$ cat src/rtl/wm_phase_timer.sv
// Washing-machine phase timer. It times each active phase of the controller
// against its duration and returns one-cycle completion and watchdog events.
// A lid-open condition pauses the countdown. Repeated rinse passes are
// sequenced internally.
module wm_phase_timer #(
    parameter int CLK_DIV      = 1000,
    parameter int CNT_W        = 16,
    parameter int FILL_TIME    = 20,
    parameter int HEAT_TIME    = 30,
    parameter int WASH_TIME    = 60,
    parameter int RINSE_TIME   = 25,
    parameter int RINSE_PASSES = 2,
    parameter int SPIN_TIME    = 40,
    parameter int WDOG_TIME    = 100
) (
    input  logic                                clock,
    input  logic                                reset_n,
    input  logic [2:0]                          state,
    input  logic                                sig_Lid_Closed,
    output logic                                sig_Full,
    output logic                                sig_Temperature,
    output logic                                sig_Completed,
    output logic                                sig_Time_Out,
    output logic [CNT_W-1:0]                    remaining,
    output logic [$clog2(RINSE_PASSES+1)-1:0]   rinse_pass
);

    typedef enum logic [2:0] {
        ST_IDLE  = 3'd0,
        ST_READY = 3'd1,
        ST_FILL  = 3'd2,
        ST_HEAT  = 3'd3,
        ST_WASH  = 3'd4,
        ST_RINSE = 3'd5,
        ST_SPIN  = 3'd6,
        ST_FAULT = 3'd7
    } wm_state_e;

    localparam int RP_W = $clog2(RINSE_PASSES + 1);
    // A prescaler of at least one bit keeps CLK_DIV=1 legal (it then sits at 0).
    localparam int PW   = (CLK_DIV > 1) ? $clog2(CLK_DIV) : 1;
    localparam longint LIM = 64'd1 << CNT_W;

    localparam logic [CNT_W-1:0] FILL_T  = CNT_W'(FILL_TIME);
    localparam logic [CNT_W-1:0] HEAT_T  = CNT_W'(HEAT_TIME);
    localparam logic [CNT_W-1:0] WASH_T  = CNT_W'(WASH_TIME);
    localparam logic [CNT_W-1:0] RINSE_T = CNT_W'(RINSE_TIME);
    localparam logic [CNT_W-1:0] SPIN_T  = CNT_W'(SPIN_TIME);
    localparam logic [CNT_W-1:0] WDOG_T  = CNT_W'(WDOG_TIME);
    localparam logic [PW-1:0]    PRE_LD  = PW'(CLK_DIV - 1);
    localparam logic [RP_W-1:0]  LAST_RP = RP_W'(RINSE_PASSES - 1);

    // Durations that do not fit the counters would silently wrap, so stop elaboration instead.
    generate
        if (FILL_TIME >= LIM || HEAT_TIME >= LIM || WASH_TIME >= LIM ||
            RINSE_TIME >= LIM || SPIN_TIME >= LIM || WDOG_TIME >= LIM ||
            CLK_DIV < 1 || RINSE_PASSES < 1) begin : g_param_err
            $error("wm_phase_timer: illegal parameter set");
        end
    endgenerate

    wm_state_e          state_q;
    logic [PW-1:0]      presc;
    logic [CNT_W-1:0]   wdog;
    logic               done;
    logic               wdog_done;

    logic               entry;
    logic               timed;
    logic               tick;
    logic               last_pass;
    logic [CNT_W-1:0]   duration;

    // Decode phase entry, tick and the duration of the incoming phase.
    always_comb begin
        entry     = (state != state_q);
        timed     = state_q inside {ST_FILL, ST_HEAT, ST_WASH, ST_RINSE, ST_SPIN};
        tick      = (presc == '0);
        last_pass = (rinse_pass == LAST_RP);
        duration  = '0;
        case (wm_state_e'(state))
            ST_FILL:  duration = FILL_T;
            ST_HEAT:  duration = HEAT_T;
            ST_WASH:  duration = WASH_T;
            ST_RINSE: duration = RINSE_T;
            ST_SPIN:  duration = SPIN_T;
            default:  duration = '0;
        endcase
    end

    // Phase countdown, rinse sequencing, watchdog, and the registered event pulses.
    always_ff @(posedge clock or negedge reset_n) begin
        if (!reset_n) begin
            state_q         <= ST_IDLE;
            presc           <= '0;
            remaining       <= '0;
            wdog            <= '0;
            done            <= 1'b0;
            wdog_done       <= 1'b0;
            rinse_pass      <= '0;
            sig_Full        <= 1'b0;
            sig_Temperature <= 1'b0;
            sig_Completed   <= 1'b0;
            sig_Time_Out    <= 1'b0;
        end else begin
            state_q         <= wm_state_e'(state);
            sig_Full        <= 1'b0;
            sig_Temperature <= 1'b0;
            sig_Completed   <= 1'b0;
            sig_Time_Out    <= 1'b0;
            if (entry) begin
                // A phase change discards any expiry pending from the old phase.
                remaining  <= duration;
                presc      <= PRE_LD;
                wdog       <= '0;
                done       <= 1'b0;
                wdog_done  <= 1'b0;
                rinse_pass <= '0;
            end else if (!timed) begin
                remaining <= '0;
                wdog      <= '0;
            end else begin
                presc <= tick ? PRE_LD : presc - 1'b1;
                if (!done) begin
                    if (remaining == '0) begin
                        case (state_q)
                            ST_FILL: begin
                                sig_Full <= 1'b1;
                                done     <= 1'b1;
                            end
                            ST_HEAT: begin
                                sig_Temperature <= 1'b1;
                                done            <= 1'b1;
                            end
                            ST_RINSE: begin
                                if (last_pass) begin
                                    sig_Completed <= 1'b1;
                                    done          <= 1'b1;
                                end else begin
                                    rinse_pass <= rinse_pass + 1'b1;
                                    remaining  <= RINSE_T;
                                end
                            end
                            default: begin
                                sig_Completed <= 1'b1;
                                done          <= 1'b1;
                            end
                        endcase
                    end else if (tick && sig_Lid_Closed) begin
                        remaining <= remaining - 1'b1;
                    end
                end
                // The watchdog ignores the lid so a phase stalled by an open lid still times out.
                if (tick && wdog != WDOG_T)
                    wdog <= wdog + 1'b1;
                if (wdog == WDOG_T && !wdog_done) begin
                    sig_Time_Out <= 1'b1;
                    wdog_done    <= 1'b1;
                end
            end
        end
    end

endmodule

$ cat config.mk
export PLATFORM = sky130hd
export DESIGN_NAME = wm_phase_timer
export DESIGN_NICKNAME = d
export VERILOG_FILES = /design/src/rtl/wm_phase_timer.sv
export SDC_FILE = /design/constraint.sdc
export NUM_CORES = 1
export LEC_CHECK = 0
export CORE_ASPECT_RATIO = 0.7
export CORE_MARGIN = 10
export CORE_UTILIZATION = 50
export DETAILED_ROUTE_END_ITERATION = 7
export GPL_TIMING_DRIVEN = 0
export HOLD_SLACK_MARGIN = 0.12
export PLACE_DENSITY = 0.71
export SETUP_SLACK_MARGIN = 0.4
export SYNTH_ARGS = -nofsm -noshare
export SYNTH_HDL_FRONTEND = slang
export SYNTH_SLANG_ARGS = --single-unit
$ cat constraint.sdc
create_clock -name clock -period 3.27 [get_ports clock]
set_input_delay 0.654 -clock clock [delete_from_list [all_inputs] [get_ports clock]]
set_output_delay 0.654 -clock clock [all_outputs]
set_load 0.02 [all_outputs]
==> results.tsv, run 1 <==
stage	metric	value	unit
critical_path	crit path kind	flip-flop to flip-flop	
yosys	top_reg_cell synth	dfrtp_1	
grt	vias in the first global route	2338	
timing	Hold Vio Cnt, Final	0	
grt	GRT Total Usage	14.76	%
timing	Max Slew Vio Count	0	
yosys	Post-synth EDFFs	0	
critical_path	worst path arrival time	2.96	ns
power_and_ir_drop	sequential power share	55.7	%
finish	area grow syn2layout	15.91	%
drt	post-route met1 wirelength	3711	um
floorplan	die height	85.02	um
finish	nets	381	
critical_path	delay-heaviest family, CP	simple AND/OR/NAND/NOR gates	
placed_design	gpl congestion	0.8869	
grt	global-route wire length before repair	12020	um
clocking	Worst-Skew Late Latency	0.30	ns
drt	1st-pass router iterations	5	
placed_design	Post-Place Cells	437	
yosys	Mapped Cells	334	
drt	metal3 WL	386	um
drt	metal2 WL	2844	um
drt	Detail Route Antenna Nets	0	
clocking	CTS sink count	53	
critical_path	worst-path cell with the longest stage delay	or4_1	
power_and_ir_drop	Logic pwr share	14.3	%
drt	DRT iter0 DRCs	188	
floorplan	Ports	28	
clocking	Post CTS Setup Buffer Count	0	
drt	drc violations	0	
yosys	Synth area leaders	dfrtp_1 44%, nor2_1 4.7%, xnor2_1 4.4%	
placed_design	Setup WS pre-CTS	-0.04913	ns
power_and_ir_drop	worst vdd ir	210.9	uV
clocking	clock slew at reported path FFs	0.09	ns
finish	ANT cells	0	
power_and_ir_drop	clock power share	30.0	%
critical_path	Worst Setup End Kind	flip-flop	
power_and_ir_drop	pwr dens	352.8	nW/um2
timing	Relative slew margins	37.58	%
finish	post-route insts no fill	444	
finish	FILL cells	538	
timing	Tcrit/Tclk final	83.57	%
drt	final wirelength	6980	um
critical_path	worst-path cell chain	inv_1 -> ha_1 -> nor4b_4 -> nand4_2 -> mux2_4 -> or2_0 -> buf_2 -> or4_1 -> a21oi_1	
floorplan	Die X	112.9	um
job	max cap viols	0	
timing	final setup violation count	0	
yosys	Synth async-reset ratio	100.0	%
yosys	Syn Area/Cell	9.039	um2
floorplan	CORE AREA	5784	um2
clocking	CTS Buf Count	5	
yosys	syn nets	346	
yosys	mapped cell area	3019	um2
timing	Max Clock Skew	0.006084	ns
clocking	htree depth	2	
yosys	synthesized flop and latch total	53	
grt	global route overflow	0	
finish	post-route design area	3500	um2
yosys	fraction of synthesized cell area taken by the top area cell type	43.93	%
critical_path	Worst Path Buf+Inv	2	
finish	most frequent cells in the layout	53 x dfrtp_1, 38 x nor2_1, 26 x clkdlybuf4s50_1	
finish	storage element area	1326	um2
grt	largest net degree at the start of global routing	33	
power_and_ir_drop	Sw Pwr	0.0003282	W
drt	Highest Signal Layer	met4	
timing	crit path time final	2.733	ns
power_and_ir_drop	Switching Fraction	26.58	%
power_and_ir_drop	total power	0.001235	W
outcome	status	complete, no violations	
power_and_ir_drop	internal power	0.0009066	W
yosys	Netlist cell types	51	
drt	Via-to-Cell Ratio	5.779	
critical_path	CP Max Fanout	8	
timing	setup ws final	0.5374	ns
power_and_ir_drop	Leakage	1.337	nW
timing	final hold slack	0.3169	ns
floorplan	Initial Util	52.20	%
placed_design	dpl cell area	3398	um2
finish	layout cells sized above 1	7.859	%
drt	via count	2566	
placed_design	Port Buf Inserts	27	
critical_path	startpoint types	flip-flop	
finish	area of the multi-input gates	1590	um2
clocking	CTS tree	yes	
finish	commonest non-fill, non-tap cell in the layout	dfrtp_1	
yosys	leading area contributor after synthesis	dfrtp_1	
clocking	clock root buffer	clkbuf_8	
hold_path	worst min path class	input port to async pin	
placed_design	DP HPWL	5236	um
floorplan	DIE AREA	9596	um2
critical_path	Slowest Stage Delay on Critical Path	0.47	ns
critical_path	Worst Path Required	3.50	ns
clocking	clock tree buffer depth	2	
timing	Max Clock Freq	0.3660	GHz
floorplan	FP Rows	23	
yosys	sequential fraction of the synthesis area	43.93	%
grt	initial antenna violation count	0	
timing	Slew @ Worst Pin	0.9278	ns
timing	RSZ-0062 raised after global routing	no	
yosys	Yosys warning count	0	
drt	drt wl/cell	15.72	um
-- power groups by stage --
stage	Sequential, W	Combinational (W)	Clock, W
floorplan	0.000706	0.0000992	0
global placement	0.000700	0.000170	0
detailed placement	0.000700	0.000175	0
CTS	0.000687	0.000176	0.000380
global route	0.000690	0.000196	0.000407
finish	0.000687	0.000177	0.000371
-- synth_stat cells, types with 2 or more instances --
master and n:
or3_1 8, nor3_1 21, nor2_1 38, nand3_1 14, a31oi_1 5, o21a_1 3, ha_1 6, nand4_1 7
or4_1 2, nand2_1 18, nor4_1 11, a21o_1 2, nor4b_1 7, nor3b_1 3, o22ai_1 2, xnor2_1 15
xor2_1 5, inv_1 15, mux2_2 2, nor4bb_1 3, and3_1 3, buf_2 2, clkbuf_1 10, nor2b_1 4
dfrtp_1 53, nand2b_1 4, mux2i_1 3, o21ai_0 25, a21oi_1 20, and2_1 2
-- per-stage QoR --
stage	util [%]	TNS (ns)
floorplan	-	0
global placement	58.49	-4.601
detailed placement	58.75	-0.04913
CTS	60.35	0
global route	60.50	0
finish	60.50	0
-- logic make-up (layout without fill, tap and decap cells) --
kind of cell,after synthesis,count (layout),share of synthesized area [%]
AOI/OAI and AO/OA,64,64,12.06
DFF,53,53,43.93
muxes,6,6,2.238
and+or+nand+nor,157,157,29.80
xor gates and xnor gates,20,20,5.802
buffers and inverters,28,63,3.688
adders and majority gates,6,6,2.486
-- cell type report --
type	count	share of cell area, %
timing repair buffer	28	8.152
clock buffer	7	2.467
buffer	13	1.752
multi-input combinational	253	45.44
sequential	53	37.90
inverter	15	1.609
tap	75	2.681
-- worst reg2reg max path: stages (launching register included) --
cell and delay [ns]:
dfrtp_1 0.42, inv_1 0.15, ha_1 0.25, nor4b_4 0.33, nand4_2 0.17, mux2_4 0.35
or2_0 0.19, buf_2 0.18, or4_1 0.48, a21oi_1 0.15
-- sequential cells by signal, summed over array words and instances (netlist names), 2 cells and up --
register and count:
remaining 16, wdog 16, presc 10, state_q 3, rinse_pass 2
-- metal layers --
metal / GRT usage (%) / up-vias
met5: 0 / -
met4: 2.759 / 0
met3: 3.376 / 4
met2: 20.67 / 64
met1: 22.35 / 1232
li1: - / 1266
-- timing repair --
action / in CTS / in global routing
hold buffers: 0 / 0
resized for setup: 2 / 9
setup endpoints to repair: 7 / 28
pin swaps: 0 / 0
-- final timing paths --
| path | endpoint | startpoint | cells past startpoint | slack [ns] |
|---|---|---|---|---|
| worst max-delay path | remaining[15] | remaining[0] | 9 | 0.54 |
| min in group clock | sig_Time_Out | wdog_done | 1 | 0.46 |
| worst min register to register | sig_Time_Out | wdog_done | 1 | 0.46 |
| worst max register to register | remaining[15] | remaining[0] | 9 | 0.54 |
| max in group asynchronous | presc[3] | reset_n | 2 | 2.41 |
| worst min-delay path | remaining[14] | reset_n | 1 | 0.32 |
No activity file was read; power rests on OpenSTA's default activity.
==> run 2, diff against run 1 <==
--- a/config.mk
+++ b/config.mk
@@ -11,7 +11,7 @@
 export DETAILED_ROUTE_END_ITERATION = 7
 export GPL_TIMING_DRIVEN = 0
 export HOLD_SLACK_MARGIN = 0.12
-export PLACE_DENSITY = 0.71
+export PLACE_DENSITY = 0.74
 export SETUP_SLACK_MARGIN = 0.4
 export SYNTH_ARGS = -nofsm -noshare
 export SYNTH_HDL_FRONTEND = slang
==> constraint.sdc (replaced) <==
create_clock -name clock -period 2.41 [get_ports clock]
set_input_delay 0.482 -clock clock [delete_from_list [all_inputs] [get_ports clock]]
set_output_delay 0.482 -clock clock [all_outputs]
set_load 0.02 [all_outputs]
==> results.tsv, run 2 (same netlist as run 1, synthesis figures left out) <==
stage	metric	value	unit	change
outcome	status	complete, no violations		
timing	Hold Vio Cnt, Final	0		unchanged
floorplan	Ports	28		unchanged
drt	Via-to-Cell Ratio	6.197		+7.2%
clocking	CTS sink count	53		unchanged
grt	GR peak layer	met2		
critical_path	CP Max Fanout	2		-6
critical_path	worst path arrival time	2.62	ns	-0.34 ns
timing	final setup violation count	0		unchanged
clocking	clock root buffer	clkbuf_8		
critical_path	Worst Path Required	2.66	ns	-0.84 ns
grt	GRT Total Usage	17.71	%	+3.0 points
drt	1st-pass router iterations	5		unchanged
finish	post-route insts no fill	488		+9.9%
critical_path	Worst R2R Start	remaining[0]		
job	max cap viols	0		unchanged
hold_path	worst min path class	input port to flip-flop		
grt	global-route wire length before repair	14210	um	+18%
finish	layout cells sized above 1	33.41	%	+26 points
floorplan	Initial Util	52.20	%	unchanged
timing	Slew @ Worst Pin	0.8225	ns	-0.1053 ns
clocking	clock tree buffer depth	2		unchanged
hold_path	WHS Endpoint	state_q[2]		
hold_path	hold path cells	1		
critical_path	Worst Setup End Kind	flip-flop		
clocking	clock slew at reported path FFs	0.10	ns	about the same
timing	final hold slack	0.3961	ns	+0.07920 ns
drt	DRT iter0 DRCs	294		+56%
grt	global route overflow	0		unchanged
finish	FILL cells	339		-37%
placed_design	gpl congestion	0.8962		+1.0%
grt	met1 usage	25.46	%	+3.1 points
grt	vias in the first global route	2698		+15%
finish	storage element area	1340	um2	+1.0%
timing	Relative slew margins	45.17	%	+7.6 points
clocking	CTS Buf Count	5		unchanged
clocking	Worst-Skew Late Latency	0.32	ns	+0.02 ns
timing	Max Slew Vio Count	0		unchanged
critical_path	worst-path cell with the longest stage delay	dfrtp_2		
critical_path	Worst Path Buf+Inv	2		unchanged
drt	drt wl/cell	19.12	um	+22%
placed_design	Setup WS pre-CTS	-0.4086	ns	-0.3595 ns
floorplan	DIE AREA	9596	um2	unchanged
drt	final wirelength	9331	um	+34%
timing	RSZ-0062 raised after global routing	yes		
drt	via count	3024		+18%
grt	GR Util met2	26.10	%	+5.4 points
power_and_ir_drop	pwr dens	452.2	nW/um2	+28%
drt	drc violations	0		unchanged
finish	final design utilization	75.77	%	+15 points
critical_path	Register-to-Register Path Depth	9		unchanged
clocking	htree depth	2		unchanged
floorplan	CORE AREA	5784	um2	unchanged
power_and_ir_drop	worst vdd ir	314.6	uV	+49%
placed_design	Post-Place Cells	437		unchanged
finish	commonest non-fill, non-tap cell in the layout	dfrtp_1		
grt	M3 GR Usage	3.376	%	unchanged
placed_design	dpl cell area	3512	um2	+3.4%
floorplan	FP Rows	23		unchanged
finish	area grow syn2layout	45.17	%	
critical_path	r2r setup slk	0.05	ns	-0.49 ns
drt	Detail Route Antenna Nets	0		unchanged
critical_path	crit path kind	flip-flop to flip-flop		
critical_path	startpoint types	flip-flop		
critical_path	FF-to-FF End	remaining[15]		
critical_path	worst-path cell chain	inv_4 -> ha_4 -> nor4b_4 -> nand4_2 -> mux2_4 -> or2_0 -> buf_4 -> or4_4 -> a21oi_2		
timing	Max Clock Skew	0.01212	ns	+0.006032 ns
hold_path	min-delay src	state[2]		
finish	nets	424		+11%
finish	largest registers	remaining (16), wdog (16), presc (10)		
critical_path	Slowest Stage Delay on Critical Path	0.44	ns	-0.03 ns
placed_design	Port Buf Inserts	27		unchanged
timing	Tcrit/Tclk final	98.03	%	+14 points
finish	area of the multi-input gates	1991	um2	+25%
floorplan	die height	85.02	um	unchanged
timing	setup ws final	0.04738	ns	-0.4900 ns
finish	most frequent cells in the layout	42 x dfrtp_1, 37 x nor2_1, 36 x buf_4		
power_and_ir_drop	Leakage	1.694	nW	+27%
floorplan	Die X	112.9	um	unchanged
grt	largest net degree at the start of global routing	35		+6.1%
finish	ANT cells	0		unchanged
placed_design	DP HPWL	5391	um	+3.0%
critical_path	delay-heaviest family, CP	simple AND/OR/NAND/NOR gates		
grt	initial antenna violation count	0		unchanged
timing	Max Clock Freq	0.4233	GHz	+16%
clocking	CTS tree	yes		
timing	crit path time final	2.363	ns	-0.3700 ns
finish	post-route design area	4383	um2	+25%
run 2: what timing repair did:
item,in CTS,in global routing
hold endpoints to repair,2,0
hold buffers,1,0
resized for setup,52,52
setup endpoints to repair,51,48
setup buffers,25,14
pin swaps,17,12
gates cloned,2,1
run 2: cell type report:
type                       instances  area share [%]
timing repair buffer              70           14.96
tap                               75           2.141
sequential                        53           30.57
clock buffer                       6           1.884
inverter                          15           1.342
multi-input combinational        254           45.42
buffer                            13           2.826
clock inverter                     2          0.8564
run 2: per-stage QoR:
stage                     total power (W)  setup TNS (ns)
after detailed placement         0.001208          -12.35
after global placement           0.001199          -51.95
after floorplan                  0.001109               0
after CTS                        0.001918               0
after global routing             0.002058        -0.05289
final                            0.001982               0
run 2: power breakdown:
part	total, W	internal [W]	switching, W
clock	0.000650	0.000338	0.000312
sequential	0.000941	0.000906	0.0000344
combinational	0.000391	0.000180	0.000211
run 2: worst max-delay path by stage:
stage | from | end | slack (ns) | cells past startpoint
2_1_floorplan | remaining[1] | remaining[15] | 0.12 | 9
3_3_place_gp | reset_n | remaining[11] | -0.98 | 1
3_5_place_dp | sig_Lid_Closed | remaining[15] | -0.41 | 8
4_1_cts | remaining[0] | remaining[15] | 0.09 | 9
5_1_grt | remaining[1] | remaining[15] | -0.04 | 9
6_report | remaining[0] | remaining[15] | 0.05 | 9
run 2: metal layers:
metal | vias to the layer above | routed length, um
met5 | - | 0
met4 | 0 | 166
met3 | 22 | 832
met2 | 164 | 4272
met1 | 1472 | 4058
li1 | 1366 | -
run 2: worst reg2reg max path, cell delays in order (launching register included):
cell,delay (ns)
dfrtp_2,0.44
inv_4,0.08
ha_4,0.13
nor4b_4,0.25
nand4_2,0.16
mux2_4,0.34
or2_0,0.19
buf_4,0.15
or4_4,0.42
a21oi_2,0.13
==> run 3, diff against run 2 <==
--- a/config.mk
+++ b/config.mk
@@ -16,3 +16,4 @@
 export SYNTH_ARGS = -nofsm -noshare
 export SYNTH_HDL_FRONTEND = slang
 export SYNTH_SLANG_ARGS = --single-unit
+export TNS_END_PERCENT = 5
==> results.tsv, run 3 (same netlist as run 1, synthesis figures left out) <==
stage	metric	value	unit	change
critical_path	crit path kind	flip-flop to flip-flop		
critical_path	startpoint types	flip-flop		
power_and_ir_drop	pwr dens	439.5	nW/um2	-2.8%
timing	Max Clock Freq	0.4208	GHz	-0.58%
critical_path	Worst Path Required	2.59	ns	-0.07 ns
clocking	clock tree buffer depth	2		unchanged
critical_path	FF-to-FF End	remaining[4]		
drt	final wirelength	8145	um	-13%
finish	largest registers	remaining (16), wdog (16), presc (10)		
grt	GRT Total Usage	16.78	%	-0.93 points
timing	final setup violation count	0		unchanged
floorplan	Die X	112.9	um	unchanged
clocking	Worst-Skew Late Latency	0.31	ns	about the same
finish	ANT cells	0		unchanged
critical_path	CP Max Fanout	5		+3
timing	final hold slack	0.1925	ns	-0.2035 ns
placed_design	gpl congestion	0.8631		-3.7%
clocking	CTS sink count	53		unchanged
drt	metal3 WL	560	um	-33%
hold_path	worst min path class	input port to async pin		
job	max cap viols	0		unchanged
clocking	clock slew at reported path FFs	0.10	ns	about the same
grt	global route overflow	0		unchanged
drt	1st-pass router iterations	5		unchanged
critical_path	Register-to-Register Path Depth	9		unchanged
drt	drc violations	0		unchanged
grt	global-route wire length before repair	13630	um	-4.1%
timing	Slew @ Worst Pin	0.6776	ns	-0.1449 ns
timing	Tcrit/Tclk final	98.61	%	+0.57 points
drt	via count	2829		-6.4%
placed_design	Setup WS pre-CTS	-0.7381	ns	-0.3295 ns
finish	area grow syn2layout	31.45	%	
timing	RSZ-0062 raised after global routing	yes		
critical_path	worst path arrival time	2.56	ns	-0.06 ns
clocking	hold_buf cts	0		-1
finish	commonest non-fill, non-tap cell in the layout	dfrtp_1		
critical_path	Worst R2R Start	remaining[0]		
finish	nets	405		-4.5%
power_and_ir_drop	total power	0.001744	W	-12%
placed_design	Port Buf Inserts	27		unchanged
timing	Max Clock Skew	0.008146	ns	-0.003970 ns
drt	drt wl/cell	17.37	um	-9.2%
critical_path	Worst Setup End Kind	flip-flop		
drt	Detail Route Antenna Nets	0		unchanged
timing	Max Slew Vio Count	0		unchanged
drt	Highest Signal Layer	met4		
clocking	htree depth	2		unchanged
floorplan	CORE AREA	5784	um2	unchanged
timing	Hold Vio Cnt, Final	0		unchanged
floorplan	die height	85.02	um	unchanged
outcome	status	complete, no violations		
finish	layout cells sized above 1	23.10	%	-10 points
finish	most frequent cells in the layout	48 x dfrtp_1, 38 x nor2_1, 23 x o21ai_0		
critical_path	r2r setup slk	0.03	ns	about the same
drt	metal2 WL	3706	um	-13%
floorplan	DIE AREA	9596	um2	unchanged
clocking	CTS Buf Count	5		unchanged
floorplan	Initial Util	52.20	%	unchanged
placed_design	DP HPWL	5316	um	-1.4%
clocking	clock root buffer	clkbuf_8		
grt	initial antenna violation count	0		unchanged
timing	crit path time final	2.376	ns	+0.01384 ns
finish	post-route insts no fill	469		-3.9%
floorplan	Ports	28		unchanged
drt	DRT iter0 DRCs	168		-43%
timing	setup ws final	0.03354	ns	-0.01384 ns
placed_design	Post-Place Cells	437		unchanged
floorplan	FP Rows	23		unchanged
grt	largest net degree at the start of global routing	29		-17%
power_and_ir_drop	Leakage	1.496	nW	-12%
finish	final design utilization	68.61	%	-7.2 points
clocking	CTS tree	yes		
power_and_ir_drop	worst vdd ir	307.8	uV	-2.2%
drt	post-route met1 wirelength	3812	um	-6.1%
drt	Via-to-Cell Ratio	6.032		-2.7%
timing	Relative slew margins	54.45	%	+9.3 points
grt	vias in the first global route	2707		+0.33%
## run 3: cell count changes in the layout (fill, tap and decap cells not counted), moves of 4 or more
cell	change
nor4_4	-4
dfrtp_1	+6
clkbuf_1	+4
dfrtp_2	-6
buf_4	-14
o21ai_0	+4
## run 3: timing repair
item / CTS / global route
gates resized for setup: 38 / 44
pin swaps: 9 / 11
setup buffers: 21 / 2
hold endpoints to repair: 0 / 0
endpoints found under the setup margin: 49 / 51
cloned: 0 / 1
## run 3: layout make-up
type / instances / area [um2]
multi-input cells: 254 / 1827
fillers: 454 / 1815
flip-flops and latches: 53 / 1333
repair buffers: 51 / 460.4
plain buffers: 13 / 111.4
well taps: 75 / 93.84
clock buffers: 8 / 80.08
inverters: 15 / 63.81
## run 3: stage by stage
| stage | TNS [ns] | instance area (um2) |
|---|---|---|
| 3_3_place_gp | -60.60 | 3398 |
| 6_report | 0 | 3969 |
| 3_5_place_dp | -21.97 | 3413 |
| 4_1_cts | 0 | 3785 |
| 5_1_grt | -0.3068 | 3969 |
| 2_1_floorplan | 0 | 3034 |
## run 3: worst max path at each step
stage	startpoint	end	slack, ns	cells after the start
2_1_floorplan	remaining[1]	remaining[15]	0.12	9
6_report	remaining[0]	remaining[4]	0.03	9
3_3_place_gp	reset_n	remaining[0]	-0.96	1
5_1_grt	remaining[0]	remaining[15]	-0.05	9
3_5_place_dp	state[2]	wdog[0]	-0.74	7
4_1_cts	remaining[0]	remaining[15]	0.07	9
## run 3: where the power goes
| group | total [W] | switching [W] | internal, W |
|---|---|---|---|
| Clock | 0.000495 | 0.000287 | 0.000208 |
| Combinational | 0.000315 | 0.000173 | 0.000141 |
| Sequential | 0.000935 | 0.0000296 | 0.000905 |
| Total | 0.00174 | 0.000490 | 0.00125 |
## run 3: metal layers
layer | vias up | GRT usage, %
met5 | - | 0
met4 | 0 | 3.908
met3 | 6 | 4.430
met2 | 98 | 25.26
met1 | 1407 | 23.37
li1 | 1318 | -
## run 3: worst max-delay path: stages (launching register included)
cell	delay, ns
dfrtp_2	0.44
inv_4	0.08
ha_4	0.13
buf_4	0.11
nor4b_1	0.23
nand4_1	0.23
mux2_4	0.41
nor4_1	0.34
xnor2_1	0.17
o21ai_0	0.11
